### src/rtl/ioctl_pkg.sv
// Shared types and constants for the hps_io ioctl upload path.
package ioctl_pkg;

  localparam int IOCTL_AW = 27;
  localparam int IOCTL_DW = 16;

  localparam logic [7:0] IDX_ROM   = 8'd0;
  localparam logic [7:0] IDX_NVRAM = 8'd4;
  localparam logic [7:0] IDX_DIP   = 8'd254;

  typedef enum logic [1:0] {
    IDLE  = 2'd0,
    FETCH = 2'd1,
    DONE  = 2'd2
  } state_t;

endpackage

### src/rtl/ioctl_upload_server.sv
// Serves HPS upload (save) reads for one ioctl index by fetching 16-bit words
// from a variable-latency core memory port and stalling hps_io until valid.
//
// state | meaning
// IDLE  | waiting for an accepted ioctl_rd strobe
// FETCH | mem_req held, waiting for mem_ack or the timeout
// DONE  | ioctl_din settled; ioctl_wait drops on the following cycle
module ioctl_upload_server
  import ioctl_pkg::*;
#(
  parameter logic [7:0]          INDEX   = IDX_NVRAM,
  parameter int                  AW      = 12,
  parameter int                  SIZE    = 8192,
  parameter int                  TIMEOUT = 255,
  parameter logic [IOCTL_DW-1:0] FILL    = 16'hFFFF
) (
  input  logic                clk_sys,
  input  logic                reset_n,
  input  logic                ioctl_upload,
  input  logic [7:0]          ioctl_index,
  input  logic                ioctl_rd,
  input  logic [IOCTL_AW-1:0] ioctl_addr,
  output logic [IOCTL_DW-1:0] ioctl_din,
  output logic                ioctl_wait,
  output logic                mem_req,
  output logic [AW-1:0]       mem_addr,
  input  logic [IOCTL_DW-1:0] mem_rdata,
  input  logic                mem_ack,
  output logic                upload_active,
  output logic                upload_done,
  output logic                timeout_err
);

  localparam int CW = $clog2(TIMEOUT + 2);

  state_t              r_state;
  state_t              w_state_nxt;
  logic [CW-1:0]       r_cnt;
  logic [IOCTL_DW-1:0] r_din;
  logic                r_mem_req;
  logic [AW-1:0]       r_mem_addr;
  logic                r_active;
  logic                r_done;
  logic                r_terr;

  logic w_sel;
  logic w_rd_go;
  logic w_in_range;
  logic w_cnt_end;
  logic w_fetch_start;
  logic w_oor_fill;
  logic w_ack_take;
  logic w_tmo_hit;
  logic w_wait;

  // Full-width compare so high address bits never alias into the memory.
  assign w_sel      = ioctl_upload & (ioctl_index == INDEX);
  assign w_rd_go    = ioctl_rd & w_sel;
  assign w_in_range = (ioctl_addr < IOCTL_AW'(SIZE));
  assign w_cnt_end  = (r_cnt == CW'(TIMEOUT));

  always_ff @(posedge clk_sys or negedge reset_n) begin
    if (!reset_n) begin
      r_state <= IDLE;
    end else begin
      r_state <= w_state_nxt;
    end
  end

  always_comb begin
    w_state_nxt = r_state;
    case (r_state)
      IDLE: begin
        if (w_rd_go) begin
          w_state_nxt = w_in_range ? FETCH : DONE;
        end
      end
      FETCH: begin
        if (mem_ack || w_cnt_end) begin
          w_state_nxt = DONE;
        end
      end
      DONE:    w_state_nxt = IDLE;
      default: w_state_nxt = IDLE;
    endcase
  end

  // An ack on the timeout cycle still wins: w_tmo_hit excludes mem_ack.
  always_comb begin
    w_fetch_start = 1'b0;
    w_oor_fill    = 1'b0;
    w_ack_take    = 1'b0;
    w_tmo_hit     = 1'b0;
    w_wait        = (r_state != IDLE) | w_rd_go;
    case (r_state)
      IDLE: begin
        w_fetch_start = w_rd_go & w_in_range;
        w_oor_fill    = w_rd_go & ~w_in_range;
      end
      FETCH: begin
        w_ack_take = mem_ack;
        w_tmo_hit  = ~mem_ack & w_cnt_end;
      end
      default: ;
    endcase
  end

  always_ff @(posedge clk_sys or negedge reset_n) begin
    if (!reset_n) begin
      r_din      <= '0;
      r_mem_req  <= 1'b0;
      r_mem_addr <= '0;
      r_cnt      <= '0;
    end else begin
      if (w_fetch_start) begin
        r_mem_addr <= ioctl_addr[AW:1];
        r_mem_req  <= 1'b1;
        r_cnt      <= '0;
      end else if (w_ack_take) begin
        r_din     <= mem_rdata;
        r_mem_req <= 1'b0;
      end else if (w_tmo_hit) begin
        r_din     <= FILL;
        r_mem_req <= 1'b0;
      end else if (r_state == FETCH) begin
        r_cnt <= r_cnt + 1'b1;
      end
      if (w_oor_fill) begin
        r_din <= FILL;
      end
    end
  end

  // Session tracking: the error flag is cleared when a new upload starts.
  always_ff @(posedge clk_sys or negedge reset_n) begin
    if (!reset_n) begin
      r_active <= 1'b0;
      r_done   <= 1'b0;
      r_terr   <= 1'b0;
    end else begin
      r_active <= w_sel;
      r_done   <= r_active & ~w_sel;
      if (w_tmo_hit) begin
        r_terr <= 1'b1;
      end else if (~r_active & w_sel) begin
        r_terr <= 1'b0;
      end
    end
  end

  assign ioctl_din     = r_din;
  assign ioctl_wait    = w_wait;
  assign mem_req       = r_mem_req;
  assign mem_addr      = r_mem_addr;
  assign upload_active = r_active;
  assign upload_done   = r_done;
  assign timeout_err   = r_terr;

endmodule

### config.mk
export PLATFORM = sky130hd
export DESIGN_NAME = ioctl_upload_server
export DESIGN_NICKNAME = d
export VERILOG_FILES = /design/src/rtl/ioctl_pkg.sv /design/src/rtl/ioctl_upload_server.sv
export SDC_FILE = /design/constraint.sdc
export NUM_CORES = 1
export LEC_CHECK = 0
export CAP_MARGIN = 20
export CORE_ASPECT_RATIO = 0.7
export CORE_MARGIN = 5
export CORE_UTILIZATION = 36
export DETAILED_ROUTE_END_ITERATION = 12
export PLACE_DENSITY = 0.75
export SLEW_MARGIN = 20
export SYNTH_ARGS = -nofsm -noshare
export SYNTH_HDL_FRONTEND = slang
export SYNTH_SLANG_ARGS = --single-unit
### constraint.sdc
create_clock -name clk_sys -period 1.9 [get_ports clk_sys]
set_input_delay 0.475 -clock clk_sys [delete_from_list [all_inputs] [get_ports clk_sys]]
set_output_delay 0.475 -clock clk_sys [all_outputs]
set_load 0.03 [all_outputs]
==> results of run 1 <==
state kept, by name, indices dropped and copies added, names as in the netlist:
register       cells
upload_done        1
mem_addr          12
r_state            2
mem_req            1
ioctl_din         16
upload_active      1
timeout_err        1
r_cnt              9
metal layers:
metal,vias to the layer above,global-route usage
met3,5,0.06833
met2,64,0.2521
met5,-,0
met4,0,0.02400
met1,805,0.2084
li1,799,-
final timing paths:
kind                                             to  slack, ns  cells past startpoint
max in group asynchronous  mem_addr[11]$_DFFE_PN0N_       1.37                      2
hold reg to reg             mem_addr[9]$_DFFE_PN0N_       0.51                      1
hold / removal             ioctl_din[0]$_DFFE_PN0P_       0.05                      1
min in group clk_sys        mem_addr[9]$_DFFE_PN0N_       0.51                      1
setup reg to reg               r_cnt[5]$_DFFE_PN0P_      -0.08                      8
setup / recovery               r_cnt[5]$_DFFE_PN0P_      -0.08                      8
synth_stat cells, types with 2 or more instances:
cell and count:
buf_2 2, o22ai_1 8, ha_1 2, nor3_1 4, nand4_1 3, xor2_1 2
nor2_1 13, nand2_1 17, nand3_1 2, o32a_1 8, nor4_1 3, nor4b_2 2
clkbuf_1 2, xnor2_1 5, mux2_2 12, inv_1 3, o21ai_0 4, dfrtp_1 43
nand2b_1 4
cell usage in the layout, fill, tap and decap left out, types with 2 or more instances in the layout:
cell type / n
nor2_1: 10
nor2_4: 2
clkbuf_8: 5
buf_2: 2
buf_12: 2
xnor2_1: 4
inv_1: 2
clkdlybuf4s15_1: 3
nand4_1: 3
nor4b_4: 2
nor3_2: 2
xor2_1: 2
o22ai_1: 8
nand3_1: 2
dlygate4sd2_1: 13
buf_6: 11
nand2_2: 4
ha_2: 2
nand2_1: 13
nor3_4: 3
clkdlybuf4s50_1: 64
mux2_4: 10
mux2_2: 2
buf_4: 29
nor4_1: 2
nand2b_1: 4
o32a_1: 8
dfrtp_1: 43
o21ai_0: 3
bufinv_16: 2
timing repair:
item,in CTS,in global routing
cloned,1,0
pin swaps,10,12
gates resized for setup,57,21
buffers inserted,10,3
endpoints found under the setup margin,39,24
hold buffers,0,0
report_power, final:
part	switching, uW	total, uW	internal, uW
combinational	100	242	142
sequential	9.36	941	932
clock	321	847	526
total	431	2030	1600
stage by stage:
stage          utilization  hold slack (ns)  area (um^2)  std cells
2_1_floorplan            -           0.1794         1848        149
3_3_place_gp        0.6170           0.3813         2983        326
3_5_place_dp        0.6170           0.3868         2983        326
4_1_cts             0.6837          0.05858         3306        345
5_1_grt             0.7019          0.06337         3393        348
6_report            0.7019          0.05085         3393        348
layout make-up:
class / instances / area, um^2 / area share
inverter: 3 / 11.26 / 0.003319
sequential: 43 / 1076 / 0.3171
tap: 69 / 86.33 / 0.02544
timing repair buffer: 127 / 1221 / 0.3599
clock buffer: 6 / 72.57 / 0.02139
clock inverter: 2 / 60.06 / 0.01770
multi-input combinational: 98 / 865.8 / 0.2552
worst max-delay path, cell delays in order (launching register included):
cell     delay, ns
dfrtp_1       0.39
ha_2          0.20
nand2_2       0.08
nor3_2        0.05
ha_2          0.20
or4b_4        0.56
nor3_4        0.19
xnor2_1       0.14
nor2_1        0.06
cells by family after synthesis:
logic type                 after synthesis  synth area share
and+or+nand+nor                         55            0.1776
DFF                                     43            0.5898
AOI/OAI and AO/OA                       22           0.08917
muxes                                   12           0.07407
buffers and inverters                    8           0.02195
xor gates and xnor gates                 7           0.03361
adders and majority gates                2           0.01372
==> flow_summary.toml, run 1 <==
[run_status]
status = "finished, violations left"
violations = "setup timing"

[placement]
pre_cts_ws_ns = -0.4848
place.detailed.hpwl_um = 3746
io_buffers = 87
gp_congestion = 0.7852

[routing]
drcViolationCount = 0
viasPerCell = 4.807
wl_met1_um = 2290
drt_first_pass_iters = 4
wl_met2_um = 2555
wl_met3_um = 489
avgRoutedWirePerCell_um = 15.45
highest_layer = "met4"
first_iter_violations = 61
vias = 1673
ant_nets = 0
routed_wl_um = 5377

[cts]
clk_pin_slew_ns = 0.08
cts_tree = "yes"
cts-buffers-inserted = 5
insertion_delay_ns = 0.30
cts_buffer_depth = 2
cts.htree.levels = 2
cts.sinks = 43
root_buffer = "clkbuf_8"

[sta]
slew_headroom = 0.7099
fmax_mhz = 504.7
final.setup.worst_slack_ns = -0.08153
rsz0062_at_grt = "true"
skew_ns = 0.005786
fin_crit_sh = 1.043
slew_viol_final = 0
max_slew.worst_pin.slew_ns = 0.4347
hold_viol = 0
setup-tns-final_ns = -0.1920
finalSetupViolCount = 4
min_period_ns = 1.982

[pwr]
power_uw = 2029
p_per_area_mw_per_mm2 = 598.1
p_leak_uw = 0.001570
peakVddDrop_v = 0.0003736

[global_routing]
grt_use_total = 0.1601
antenna_found_initial = 0
grt_max_degree = 20
overflow = 0
grt_pass1_vias = 1698
grt_pass1_wl_um = 8217

[die]
coreArea_mm2 = 0.004835
start_util = 0.3773
dieArea_mm2 = 0.006613
ios = 89
row_count = 21
die_height_um = 69.56
die_w_um = 95.08

[synth]
synth_edf_count = 0
yosys.area.top_type = "dfrtp_1"
syn_area_mm2 = 0.001824
synth.distinct_cells = 29
ys_warn_count = 0
avgSynthCellArea_um2 = 12.24
post_synth_main_area_contributors = "dfrtp_1 59%, mux2_2 7.4%, o32a_1 4.4%, nand2_1 3.5%, o22ai_1 2.7%"
synth_top_area_frac = 0.5898
syn_nets = 207
ys.flop_type = "dfrtp_1"
syn_inst = 149
ys_ff_latch = 43
synthArstFlopShare = 1.000
seq_area_frac_synth = 0.5898

[cells_and_area]
fill_cells = 389
final_nets = 336
drive_gt1_frac = 0.3190
syn_to_final_growth_pct = 86.01
diodes = 0

[setup_path]
crit_path_start = "r_cnt[1]$_DFFE_PN0P_"
crit_fanout = 5
endpoint_kind = "flip-flop"
critPathKind = "flip-flop to flip-flop"
cp.required_ns = 2.09
arrival_ns = 2.17
cp-start-kind = "flip-flop"
r2r-start = "r_cnt[1]$_DFFE_PN0P_"

[flow_run]
maxCapViolations = 0

[min_path]
hp-class = "input port to asynchronous set/reset pin"
No activity file was read; power rests on OpenSTA's default activity.
==> run 2: changes to the inputs <==
--- a/config.mk
+++ b/config.mk
@@ -5,12 +5,13 @@
 export SDC_FILE = /design/constraint.sdc
 export NUM_CORES = 1
 export LEC_CHECK = 0
+export ABC_AREA = 1
 export CAP_MARGIN = 20
 export CORE_ASPECT_RATIO = 0.7
 export CORE_MARGIN = 5
-export CORE_UTILIZATION = 36
+export CORE_UTILIZATION = 38
 export DETAILED_ROUTE_END_ITERATION = 12
-export PLACE_DENSITY = 0.75
+export PLACE_DENSITY = 0.76
 export SLEW_MARGIN = 20
 export SYNTH_ARGS = -nofsm -noshare
 export SYNTH_HDL_FRONTEND = slang
==> run 2 against run 1 <==
Effect of this change:
- the flow now finishes without violations
- cell count increased by 24%
- non-clock buffer count decreased by 10
- synthesized cell count increased by 60%
- die area increased by 5.6%
- synthesized area increased by 12%
- combinational power increased to 3.5 times the previous value
- fmax increased by 4.6%
- highest routed layer unchanged
- clock-buffer cell count unchanged
- largest cell class unchanged
==> flow_summary.toml, run 2 <==
[pwr]
peakVddDrop_v = 0.0006426
p_per_area_mw_per_mm2 = 741.2
power_uw = 2509
p_leak_uw = 0.001607

[sta]
slew_viol_final = 0
skew_ns = 0.004346
finalSetupViolCount = 0
hold_viol = 0
fin_crit_sh = 0.9972
rsz0062_at_grt = "true"
min_period_ns = 1.895
slew_headroom = 0.6696
fmax_mhz = 527.8
max_slew.worst_pin.slew_ns = 0.4956
setup-tns-final_ns = 0
final.setup.worst_slack_ns = 0.005396

[setup_path]
crit_path_max_incr_delay_ns = 0.36
r2r-start = "r_cnt[1]$_DFFE_PN0P_"
crit_fanout = 8
endpoint_kind = "flip-flop"
cp-start-kind = "flip-flop"
r2r_cells = 14
arrival_ns = 2.13
crit_end = "ioctl_din[5]$_DFFE_PN0P_"
crit_slowest_cell = "dfrtp_1"
crit_path_start = "r_cnt[1]$_DFFE_PN0P_"
critPathBufInv = 4
critPathKind = "flip-flop to flip-flop"
cp_cell_sequence = "ha_2 > nand2_2 > inv_2 > nand3_2 > nor3_2 > ha_2 > nor2_4 > buf_4 > nor2_4 > inv_2 > nand2_4 > buf_12 > nand3_1 > nand2_1"
r2r_end = "ioctl_din[5]$_DFFE_PN0P_"
timing.critical_path.depth = 14
cp.required_ns = 2.13
crit_family = "simple AND/OR/NAND/NOR gates"
reg2reg_slack_ns = 0.005

[cts]
cts.sinks = 43
hold_buffers = 0
cts-buffers-inserted = 5
insertion_delay_ns = 0.29
root_buffer = "clkbuf_8"
cts_buffer_depth = 2
cts_tree = "yes"
cts.htree.levels = 2
clk_pin_slew_ns = 0.08

[cells_and_area]
syn_to_final_growth_pct = 65.30
diodes = 0
largest_reg_flops = 16
final_nets = 415
final_cell_mix = "76 x clkdlybuf4s50_1, 71 x nand2_1, 43 x dfrtp_1"
mostFrequentLayoutCell = "clkdlybuf4s50_1"
drive_gt1_frac = 0.2263
final_util = 0.6474

[global_routing]
grt_use_total = 0.1606
grt_max_degree = 24
overflow = 0
antenna_found_initial = 0
grt_pass1_vias = 1885
grt_pass1_wl_um = 9108

[synth]
syn_area_mm2 = 0.002048
ys_warn_count = 0
avgSynthCellArea_um2 = 8.606
yosysMostFrequentCell = "nand2_1"
seq_area_frac_synth = 0.5254
synth_top_area_frac = 0.5254
synth_common_cells = "76 x nand2_1, 43 x dfrtp_1, 25 x nor2_1, 17 x inv_1, 15 x nand3_1"
synthArstFlopShare = 1.000
ys_ff_latch = 43
synth_edf_count = 0
post_synth_main_area_contributors = "dfrtp_1 53%, nand2_1 14%, nor2_1 4.6%, nand4_1 4.3%, nand3_1 3.7%"
syn_nets = 296
synth.distinct_cells = 29
yosys.area.top_type = "dfrtp_1"
syn_inst = 238
ys.flop_type = "dfrtp_1"

[placement]
io_buffers = 87
pre_cts_ws_ns = -0.2313
gp_congestion = 0.8229
place.detailed.hpwl_um = 4153

[routing]
drt_first_pass_iters = 4
drcViolationCount = 0
vias = 2044
routed_wl_um = 5782
viasPerCell = 4.753
ant_nets = 0
first_iter_violations = 73
avgRoutedWirePerCell_um = 13.45

[die]
row_count = 22
die_w_um = 97.75
coreArea_mm2 = 0.005230
start_util = 0.3916
dieArea_mm2 = 0.006982
die_height_um = 71.43
ios = 89

[min_path]
hp-class = "input port to asynchronous set/reset pin"

[flow_run]
maxCapViolations = 0

[run_status]
status = "finished, final reports clean"
==> run 2: worst min-delay path by stage <==
stage	slack (ns)	end	from
after global placement	0.45	ioctl_din[0]$_DFFE_PN0P_	ioctl_din[0]$_DFFE_PN0P_
after detailed placement	0.46	mem_addr[4]$_DFFE_PN0N_	mem_addr[4]$_DFFE_PN0N_
after CTS	0.16	mem_addr[4]$_DFFE_PN0N_	reset_n
final	0.14	mem_addr[4]$_DFFE_PN0N_	reset_n
after global routing	0.18	mem_addr[4]$_DFFE_PN0N_	reset_n
after floorplan	0.18	ioctl_din[0]$_DFFE_PN0P_	reset_n
==> run 2: per-stage QoR <==
step / area, um^2 / instances / hold slack [ns]
after global placement: 3108 / 409 / 0.4526
after detailed placement: 3108 / 409 / 0.4571
after CTS: 3244 / 422 / 0.1557
after floorplan: 2048 / 238 / 0.1794
after global routing: 3386 / 430 / 0.1842
final: 3386 / 430 / 0.1403
==> run 2: layout make-up <==
type,count,area (um^2)
multi-input cells,172,957.2
inverters,18,67.56
well taps,72,90.09
fillers,455,1844
clock inverters,2,12.51
clock buffers,6,72.57
repair buffers,117,1110
flip-flops and latches,43,1076
==> run 2: worst register-to-register path, stage by stage (launching register included) <==
cell,delay (ns)
dfrtp_1,0.36
ha_2,0.21
nand2_2,0.05
inv_2,0.06
nand3_2,0.06
nor3_2,0.12
ha_2,0.23
nor2_4,0.06
buf_4,0.14
nor2_4,0.12
inv_2,0.07
nand2_4,0.10
buf_12,0.13
nand3_1,0.06
nand2_1,0.07
==> run 2: cell families after synthesis <==
family	synth area share
xor gates and xnor gates	0.008554
buffers and inverters	0.04948
and+or+nand+nor	0.3574
DFF	0.5254
AOI/OAI and AO/OA	0.04704
adders and majority gates	0.01222
==> run 2: per-layer routing <==
metal,share of wire,GRT usage,wire [um],vias to the layer above
li1,-,-,-,1009
met1,0.48,0.2266,2773,940
met2,0.41,0.2270,2368,90
met3,0.10,0.07393,598,5
met4,0.0073,0.03226,42,0
met5,0,0,0,-
==> run 2: report_power, final <==
group          switching (uW)  internal [uW]  leakage, uW
Combinational             452            397      0.00102
Sequential               70.7           1030     0.000542
Clock                     301            257    0.0000412
Total                     825           1680      0.00161
==> run 2: timing repair <==
item,in CTS,in global routing
setup buffers,5,8
resized for setup,15,19
pin swaps,7,13
endpoints found under the setup margin,4,19
